===== src/rtl/sensor_request_scheduler_pkg.sv =====
// Command/response codes and FSM state encoding shared by the sensor request scheduler.
package sensor_request_scheduler_pkg;

  localparam logic [7:0] CMD_READ_TEMP = 8'h01;
  localparam logic [7:0] CMD_READ_HUM  = 8'h02;
  localparam logic [7:0] CMD_MON_TEMP  = 8'h03;
  localparam logic [7:0] CMD_MON_HUM   = 8'h04;
  localparam logic [7:0] CMD_MON_STOP  = 8'h05;

  localparam logic [7:0] RSP_MON_OFF   = 8'h0A;
  localparam logic [7:0] RSP_TIMEOUT   = 8'hFE;

  typedef enum logic [2:0] {
    ST_IDLE        = 3'd0,
    ST_ISSUE       = 3'd1,
    ST_WAIT_SENSOR = 3'd2,
    ST_SEND        = 3'd3,
    ST_WAIT_TX     = 3'd4
  } state_t;

  function automatic logic is_mon_start(input logic [7:0] cmd);
    return (cmd == CMD_MON_TEMP) || (cmd == CMD_MON_HUM);
  endfunction

  // Monitoring commands map onto the plain read that each periodic sample performs.
  function automatic logic [7:0] mon_read_cmd(input logic [7:0] cmd);
    return (cmd == CMD_MON_HUM) ? CMD_READ_HUM : CMD_READ_TEMP;
  endfunction

endpackage


===== src/rtl/sensor_request_scheduler_period_timer.sv =====
// Monitoring period timer: one-cycle tick every PERIOD_CYCLES enabled cycles.
module sensor_request_scheduler_period_timer #(
  parameter int unsigned PERIOD_CYCLES = 100_000_000
) (
  input  logic clock,
  input  logic reset,
  input  logic enable,
  input  logic clear,
  output logic tick
);

  localparam int unsigned CW = (PERIOD_CYCLES > 1) ? $clog2(PERIOD_CYCLES) : 1;
  localparam logic [CW-1:0] LAST  = CW'(PERIOD_CYCLES - 1);
  localparam logic [CW-1:0] FIRST = (PERIOD_CYCLES > 1) ? CW'(1) : '0;

  logic [CW-1:0] cnt_q, cnt_d;

  // The clearing cycle counts as the first cycle of the new period, so the
  // first periodic sample lands exactly one period after the starting read.
  always_comb begin
    cnt_d = cnt_q;
    tick  = 1'b0;
    if (clear) begin
      cnt_d = FIRST;
    end else if (enable) begin
      if (cnt_q == LAST) begin
        cnt_d = '0;
        tick  = 1'b1;
      end else begin
        cnt_d = cnt_q + CW'(1);
      end
    end
  end

  always_ff @(posedge clock) begin
    if (reset) cnt_q <= '0;
    else       cnt_q <= cnt_d;
  end

endmodule


===== src/rtl/sensor_request_scheduler.sv =====
// Sequences one sensor transaction at a time; PC requests win over periodic monitoring reads.
// Build option MON_CHANGE_ONLY_EN: drop monitoring samples equal to the last one transmitted.
//
// state          | meaning
// ST_IDLE        | arbitrate pending PC request against a due monitoring read
// ST_ISSUE       | one-cycle sensor_start pulse
// ST_WAIT_SENSOR | wait for sensor_done or response timeout
// ST_SEND        | wait for uart_tx idle, then pulse tx_start
// ST_WAIT_TX     | wait for uart_tx to finish the response
module sensor_request_scheduler
  import sensor_request_scheduler_pkg::*;
#(
  parameter int unsigned CLK_HZ         = 50_000_000,
  parameter int unsigned PERIOD_MS      = 2000,
  parameter int unsigned TIMEOUT_CYCLES = 50_000_000
) (
  input  logic       clock,
  input  logic       reset,
  input  logic       rx_valid,
  input  logic [7:0] rx_command,
  input  logic [7:0] rx_address,
  input  logic       cancel_monitoring,
  output logic       sensor_start,
  output logic [7:0] sensor_command,
  output logic [7:0] sensor_address,
  input  logic       sensor_done,
  input  logic [7:0] sensor_resp_command,
  input  logic [7:0] sensor_resp_value,
  output logic       tx_start,
  output logic [7:0] tx_command,
  output logic [7:0] tx_value,
  input  logic       tx_busy,
  output logic       monitoring_active,
  output logic       overflow
);

  localparam int unsigned PERIOD_CYCLES = CLK_HZ / 1000 * PERIOD_MS;
  localparam int unsigned TW = $clog2(TIMEOUT_CYCLES);
  localparam logic [TW-1:0] TMO_LAST = TW'(TIMEOUT_CYCLES - 1);

  state_t        state_q, state_d;
  logic          pending_q, pending_d;
  logic [7:0]    pend_cmd_q, pend_cmd_d;
  logic [7:0]    pend_addr_q, pend_addr_d;
  logic          overflow_q, overflow_d;
  logic          monitoring_q, monitoring_d;
  logic          mon_due_q, mon_due_d;
  logic [7:0]    mon_cmd_q, mon_cmd_d;
  logic [7:0]    mon_addr_q, mon_addr_d;
  logic [7:0]    cmd_q, cmd_d;
  logic [7:0]    addr_q, addr_d;
  logic [7:0]    rsp_cmd_q, rsp_cmd_d;
  logic [7:0]    rsp_val_q, rsp_val_d;
  logic [TW-1:0] tmo_cnt_q, tmo_cnt_d;
  logic          tx_first_q, tx_first_d;
  logic          period_clear;
  logic          period_tick;
`ifdef MON_CHANGE_ONLY_EN
  logic          is_mon_q, is_mon_d;
  logic          last_valid_q, last_valid_d;
  logic [7:0]    last_cmd_q, last_cmd_d;
  logic [7:0]    last_val_q, last_val_d;
`endif

  sensor_request_scheduler_period_timer #(
    .PERIOD_CYCLES(PERIOD_CYCLES)
  ) u_period_timer (
    .clock  (clock),
    .reset  (reset),
    .enable (monitoring_q),
    .clear  (period_clear),
    .tick   (period_tick)
  );

  always_comb begin
    state_d      = state_q;
    pending_d    = pending_q;
    pend_cmd_d   = pend_cmd_q;
    pend_addr_d  = pend_addr_q;
    overflow_d   = overflow_q;
    monitoring_d = monitoring_q;
    mon_due_d    = mon_due_q;
    mon_cmd_d    = mon_cmd_q;
    mon_addr_d   = mon_addr_q;
    cmd_d        = cmd_q;
    addr_d       = addr_q;
    rsp_cmd_d    = rsp_cmd_q;
    rsp_val_d    = rsp_val_q;
    tx_first_d   = tx_first_q;
    period_clear = 1'b0;
    sensor_start = 1'b0;
    tx_start     = 1'b0;
`ifdef MON_CHANGE_ONLY_EN
    is_mon_d     = is_mon_q;
    last_valid_d = last_valid_q;
    last_cmd_d   = last_cmd_q;
    last_val_d   = last_val_q;
`endif

    tmo_cnt_d = ((state_q == ST_ISSUE) || (state_q == ST_WAIT_SENSOR))
                ? tmo_cnt_q + TW'(1) : '0;

    // A tick coinciding with an already-due sample simply leaves it due.
    if (period_tick) mon_due_d = 1'b1;

    case (state_q)
      ST_IDLE: begin
        if (pending_q) begin
          pending_d = 1'b0;
          if (pend_cmd_q == CMD_MON_STOP) begin
            monitoring_d = 1'b0;
            mon_due_d    = 1'b0;
            rsp_cmd_d    = RSP_MON_OFF;
            rsp_val_d    = pend_addr_q;
            state_d      = ST_SEND;
          end else if (is_mon_start(pend_cmd_q)) begin
            mon_cmd_d    = mon_read_cmd(pend_cmd_q);
            mon_addr_d   = pend_addr_q;
            monitoring_d = 1'b1;
            mon_due_d    = 1'b0;
            period_clear = 1'b1;
            cmd_d        = mon_read_cmd(pend_cmd_q);
            addr_d       = pend_addr_q;
`ifdef MON_CHANGE_ONLY_EN
            is_mon_d     = 1'b1;
            last_valid_d = 1'b0;
`endif
            state_d      = ST_ISSUE;
          end else begin
            cmd_d        = pend_cmd_q;
            addr_d       = pend_addr_q;
`ifdef MON_CHANGE_ONLY_EN
            is_mon_d     = 1'b0;
`endif
            state_d      = ST_ISSUE;
          end
        end else if (mon_due_q && monitoring_q) begin
          mon_due_d = 1'b0;
          cmd_d     = mon_cmd_q;
          addr_d    = mon_addr_q;
`ifdef MON_CHANGE_ONLY_EN
          is_mon_d  = 1'b1;
`endif
          state_d   = ST_ISSUE;
        end
      end

      ST_ISSUE: begin
        sensor_start = 1'b1;
        state_d      = ST_WAIT_SENSOR;
      end

      ST_WAIT_SENSOR: begin
        if (sensor_done) begin
          state_d   = ST_SEND;
          rsp_cmd_d = sensor_resp_command;
          rsp_val_d = sensor_resp_value;
`ifdef MON_CHANGE_ONLY_EN
          if (is_mon_q) begin
            if (last_valid_q && (last_cmd_q == sensor_resp_command)
                && (last_val_q == sensor_resp_value)) begin
              state_d   = ST_IDLE;
              rsp_cmd_d = rsp_cmd_q;
              rsp_val_d = rsp_val_q;
            end
            last_valid_d = 1'b1;
            last_cmd_d   = sensor_resp_command;
            last_val_d   = sensor_resp_value;
          end
`endif
        end else if (tmo_cnt_q == TMO_LAST) begin
          rsp_cmd_d = RSP_TIMEOUT;
          rsp_val_d = addr_q;
          state_d   = ST_SEND;
        end
      end

      ST_SEND: begin
        if (!tx_busy) begin
          tx_start   = 1'b1;
          tx_first_d = 1'b1;
          state_d    = ST_WAIT_TX;
        end
      end

      ST_WAIT_TX: begin
        if (tx_first_q)    tx_first_d = 1'b0;
        else if (!tx_busy) state_d    = ST_IDLE;
      end

      default: state_d = ST_IDLE;
    endcase

    // Full means full at this edge, even if IDLE is draining the slot now.
    if (rx_valid) begin
      if (pending_q) begin
        overflow_d = 1'b1;
      end else begin
        pending_d   = 1'b1;
        pend_cmd_d  = rx_command;
        pend_addr_d = rx_address;
      end
    end

    if (cancel_monitoring) begin
      monitoring_d = 1'b0;
      mon_due_d    = 1'b0;
    end
  end

  always_ff @(posedge clock) begin
    if (reset) begin
      state_q      <= ST_IDLE;
      pending_q    <= 1'b0;
      pend_cmd_q   <= '0;
      pend_addr_q  <= '0;
      overflow_q   <= 1'b0;
      monitoring_q <= 1'b0;
      mon_due_q    <= 1'b0;
      mon_cmd_q    <= '0;
      mon_addr_q   <= '0;
      cmd_q        <= '0;
      addr_q       <= '0;
      rsp_cmd_q    <= '0;
      rsp_val_q    <= '0;
      tmo_cnt_q    <= '0;
      tx_first_q   <= 1'b0;
`ifdef MON_CHANGE_ONLY_EN
      is_mon_q     <= 1'b0;
      last_valid_q <= 1'b0;
      last_cmd_q   <= '0;
      last_val_q   <= '0;
`endif
    end else begin
      state_q      <= state_d;
      pending_q    <= pending_d;
      pend_cmd_q   <= pend_cmd_d;
      pend_addr_q  <= pend_addr_d;
      overflow_q   <= overflow_d;
      monitoring_q <= monitoring_d;
      mon_due_q    <= mon_due_d;
      mon_cmd_q    <= mon_cmd_d;
      mon_addr_q   <= mon_addr_d;
      cmd_q        <= cmd_d;
      addr_q       <= addr_d;
      rsp_cmd_q    <= rsp_cmd_d;
      rsp_val_q    <= rsp_val_d;
      tmo_cnt_q    <= tmo_cnt_d;
      tx_first_q   <= tx_first_d;
`ifdef MON_CHANGE_ONLY_EN
      is_mon_q     <= is_mon_d;
      last_valid_q <= last_valid_d;
      last_cmd_q   <= last_cmd_d;
      last_val_q   <= last_val_d;
`endif
    end
  end

  assign sensor_command    = cmd_q;
  assign sensor_address    = addr_q;
  assign tx_command        = rsp_cmd_q;
  assign tx_value          = rsp_val_q;
  assign monitoring_active = monitoring_q;
  assign overflow          = overflow_q;

endmodule


===== config.mk =====
export PLATFORM = sky130hd
export DESIGN_NAME = sensor_request_scheduler
export DESIGN_NICKNAME = d
export VERILOG_FILES = /design/src/rtl/sensor_request_scheduler_pkg.sv /design/src/rtl/sensor_request_scheduler_period_timer.sv /design/src/rtl/sensor_request_scheduler.sv
export SDC_FILE = /design/constraint.sdc
export NUM_CORES = 1
export LEC_CHECK = 0
export ABC_AREA = 1
export CAP_MARGIN = 20
export CELL_PAD_IN_SITES_DETAIL_PLACEMENT = 0
export CELL_PAD_IN_SITES_GLOBAL_PLACEMENT = 1
export CORE_MARGIN = 5
export CORE_UTILIZATION = 36
export DETAILED_ROUTE_END_ITERATION = 8
export PLACE_DENSITY = 0.82
export SLEW_MARGIN = 0
export SYNTH_ARGS = -nofsm -noshare
export SYNTH_HDL_FRONTEND = slang
export SYNTH_HIERARCHICAL = 1
export SYNTH_SLANG_ARGS = --single-unit

===== constraint.sdc =====
create_clock -name clock -period 1.6 [get_ports clock]
set_input_delay 0.24 -clock clock [delete_from_list [all_inputs] [get_ports clock]]
set_output_delay 0.24 -clock clock [all_outputs]
set_load 0.02 [all_outputs]

==> results_dict.tcl <==
set metrics [dict create \
    status "complete, no violations" \
    fin_nets 1028 \
    hold_class "primary input to flip-flop" \
    coreArea_mm2 0.0160 \
    clock_latency_ns 0.42 \
    cp.required_ns 1.90 \
    final_util_pct 51.4 \
    worstReg2RegEnd "mon_due_q" \
    root_buffer "clkbuf_16" \
    avgSynthCellArea_um2 6.91 \
    layoutNonFillerInstCount 1217 \
    maxClockFrequency_mhz 652 \
    std_cell_rows 46 \
    ys_seq_area_share_pct 40.4 \
    start_util_pct 36.8 \
    power_report.internal_total_mw 7.20 \
    antenna_cells 0 \
    syn_to_final_growth_pct 39.5 \
    dpl_cell_area_mm2 0.00728 \
    pwr-share-seq_pct 33.2 \
    grt_max_degree 34 \
    rr_worst_depth 10 \
    min_path_cells 3 \
    antenna_left 0 \
    crit_path_end_kind "flip-flop" \
    path_class "flip-flop to flip-flop" \
    hold_viol 0 \
    async_flop_share_pct 0 \
    io_pins 74 \
    drive_gt1_share_pct 21.1 \
    power.share.clock_pct 39.6 \
    cts.path.max_buffers 2 \
    critPathMaxFanout 3 \
    skew_ns 0.0107 \
    gp_congestion 0.824 \
    power_density_mw_per_mm2 1260 \
    hp-start "rx_address[7]" \
    cts_buffers 17 \
    synth_top_flop_cell "dfxtp_1" \
    vias 5677 \
    die_w_um 138 \
    ys_types 39 \
    p_leak_nw 3.33 \
    setup_viol 0 \
    path_clk_slew_ns 0.06 \
    grt_pass1_vias 5284 \
    mostFrequentLayoutCells "168 x nand2_1, 112 x dfxtp_1, 96 x nor2_1" \
    worstSetupStartpointType "flip-flop" \
    slew_headroom_pct 81.0 \
    antenna_found_initial 0 \
    cap_violations 0 \
    first_pass_iters 4 \
    final_area_mm2 0.00822 \
    worstPathArrival_ns 1.84 \
    vias_per_cell 4.66 \
    ys_ff_latch 119 \
    p_sw_share_pct 30.6 \
    syn_nets 893 \
    gr-total-overflow 0 \
    slew_viol_final 0 \
    holdPathEnd "pend_addr_q[7]" \
    dp.cells 1177 \
    io_buffers 73 \
    reg2reg_from "state_q[0]" \
    synth_area_mm2 0.00589 \
    yosys_warnings 6 \
    clock-sinks 119 \
    p_sw_mw 3.18 \
    grt_use_total_pct 17.2 \
    drtIter0Drc 265 \
    dieArea_mm2 0.0190 \
    die_h_um 138 \
    tightest_slew_ns 0.283 \
    rrSetupSlack_ns 0.07 \
    grt_first_pass_wirelength_mm 25.8 \
    htree_levels 4 \
    final_common_cell "nand2_1" \
    peakVddDrop_uv 939 \
    syn_inst 853 \
    synth_edf_count 0 \
    cts_tree "built" \
    drc 0 \
    routedWlPerCell_um 12.8 \
    hpwlAfterDp_mm 11.5 \
    pwr-share-comb_pct 27.2 \
    routed_wl_mm 15.6 \
    rsz0062_at_grt "yes" \
    finalCritPeriodShare_pct 95.9 \
    period_needed_ns 1.53 \
]
-- power by group through the flow --
stage / Clock (mW) / Sequential [mW] / Combinational [mW]
3_5_place_dp: 0 / 3.50 / 2.62
6_report: 4.11 / 3.45 / 2.83
3_3_place_gp: 0 / 3.50 / 2.61
5_1_grt: 4.34 / 3.48 / 3.12
2_1_floorplan: 0 / 3.68 / 1.32
4_1_cts: 4.19 / 3.43 / 2.64
-- through the flow --
stage / hold slack, ns / setup TNS (ns) / setup WS [ns] / total power, mW
6_report: 0.425 / 0 / 0.0655 / 10.4
5_1_grt: 0.433 / -0.284 / -0.0443 / 10.9
4_1_cts: 0.411 / 0 / 0.0000576 / 10.3
3_5_place_dp: 0.437 / -0.0693 / -0.0693 / 6.12
3_3_place_gp: 0.430 / -0.0609 / -0.0534 / 6.11
2_1_floorplan: 0.309 / 0 / 0.0195 / 5.00
-- cell type report --
cell class	count	area, µm²
well taps	216	270
fillers	1621	7780
multi-input cells	605	3180
flip-flops and latches	119	2390
inverters	98	370
clock inverters	11	170
clock buffers	21	470
repair buffers	147	1370
-- cell families (layout without fill, tap and decap cells) --
group | Yosys count | count (layout) | share of synthesized area, %
flip-flops | 119 | 119 | 40.4
buffers and inverters | 129 | 277 | 9.36
XOR/XNOR | 12 | 12 | 1.78
adder cells (fa/ha/maj) | 2 | 2 | 0.424
AO/OA/AOI/OAI | 170 | 170 | 15.1
AND/OR/NAND/NOR | 421 | 421 | 33.0
-- cell usage after synthesis (3+ instances only) --
master | number | area, µm²
nor2_4 | 11 | 124
nor2_2 | 11 | 68.8
nor2_1 | 109 | 409
nand2_2 | 12 | 75.1
o21ai_0 | 77 | 385
buf_6 | 4 | 45.0
a31oi_1 | 4 | 25.0
nand3_1 | 44 | 220
a21oi_1 | 82 | 410
xor2_1 | 10 | 87.6
dfxtp_1 | 119 | 2380
clkbuf_1 | 9 | 33.8
buf_2 | 12 | 60.1
buf_4 | 3 | 22.5
nor3_1 | 16 | 80.1
nand3b_1 | 13 | 97.6
inv_2 | 6 | 22.5
nand4_1 | 12 | 75.1
nand2_1 | 181 | 679
inv_1 | 92 | 345
-- layer usage --
layer,up-vias,routed length (µm),track usage [%]
li1,3033,-,-
met1,2512,7880,24.0
met2,113,6840,25.9
met3,19,618,4.21
met4,0,290,5.93
met5,-,0,0
-- worst max-delay path, cell delays in order, from the launching register on --
cell and delay (ns):
dfxtp_2 0.33, buf_6 0.12, nor2_4 0.17, nand2_4 0.08, nor2_4 0.11, nand2_4 0.07
nor2_4 0.15, buf_4 0.14, nor2_2 0.03, o2111ai_1 0.17, a21oi_1 0.06
-- timing repair --
action / 4_1_cts / 5_1_grt
gates cloned: 1 / 0
buffers inserted: 1 / 8
pin swaps: 1 / 19
hold buffers: 0 / 0
setup endpoints to repair: 35 / 81
endpoints found under the hold margin: 0 / 0
gates resized for setup: 46 / 80
-- worst max path at each step --
stage                        startpoint                       end
2_1_floorplan             pend_cmd_q[4]  u_period_timer/cnt_q[24]
3_3_place_gp                    tx_busy                  tx_start
3_5_place_dp                    tx_busy                  tx_start
4_1_cts                        overflow                  overflow
5_1_grt        u_period_timer/cnt_q[22]                 mon_due_q
6_report                     state_q[0]                 mon_due_q
-- sequential cells by signal, indices dropped and copies added, names as in the netlist, 2 cells and up --
signal                cells
mon_addr_q                8
mon_cmd_q                 2
pend_addr_q               8
pend_cmd_q                8
sensor_address            8
sensor_command            8
state_q                   3
tmo_cnt_q                26
tx_command                8
tx_value                  8
u_period_timer/cnt_q     27
No activity file was read; power rests on OpenSTA's default activity.
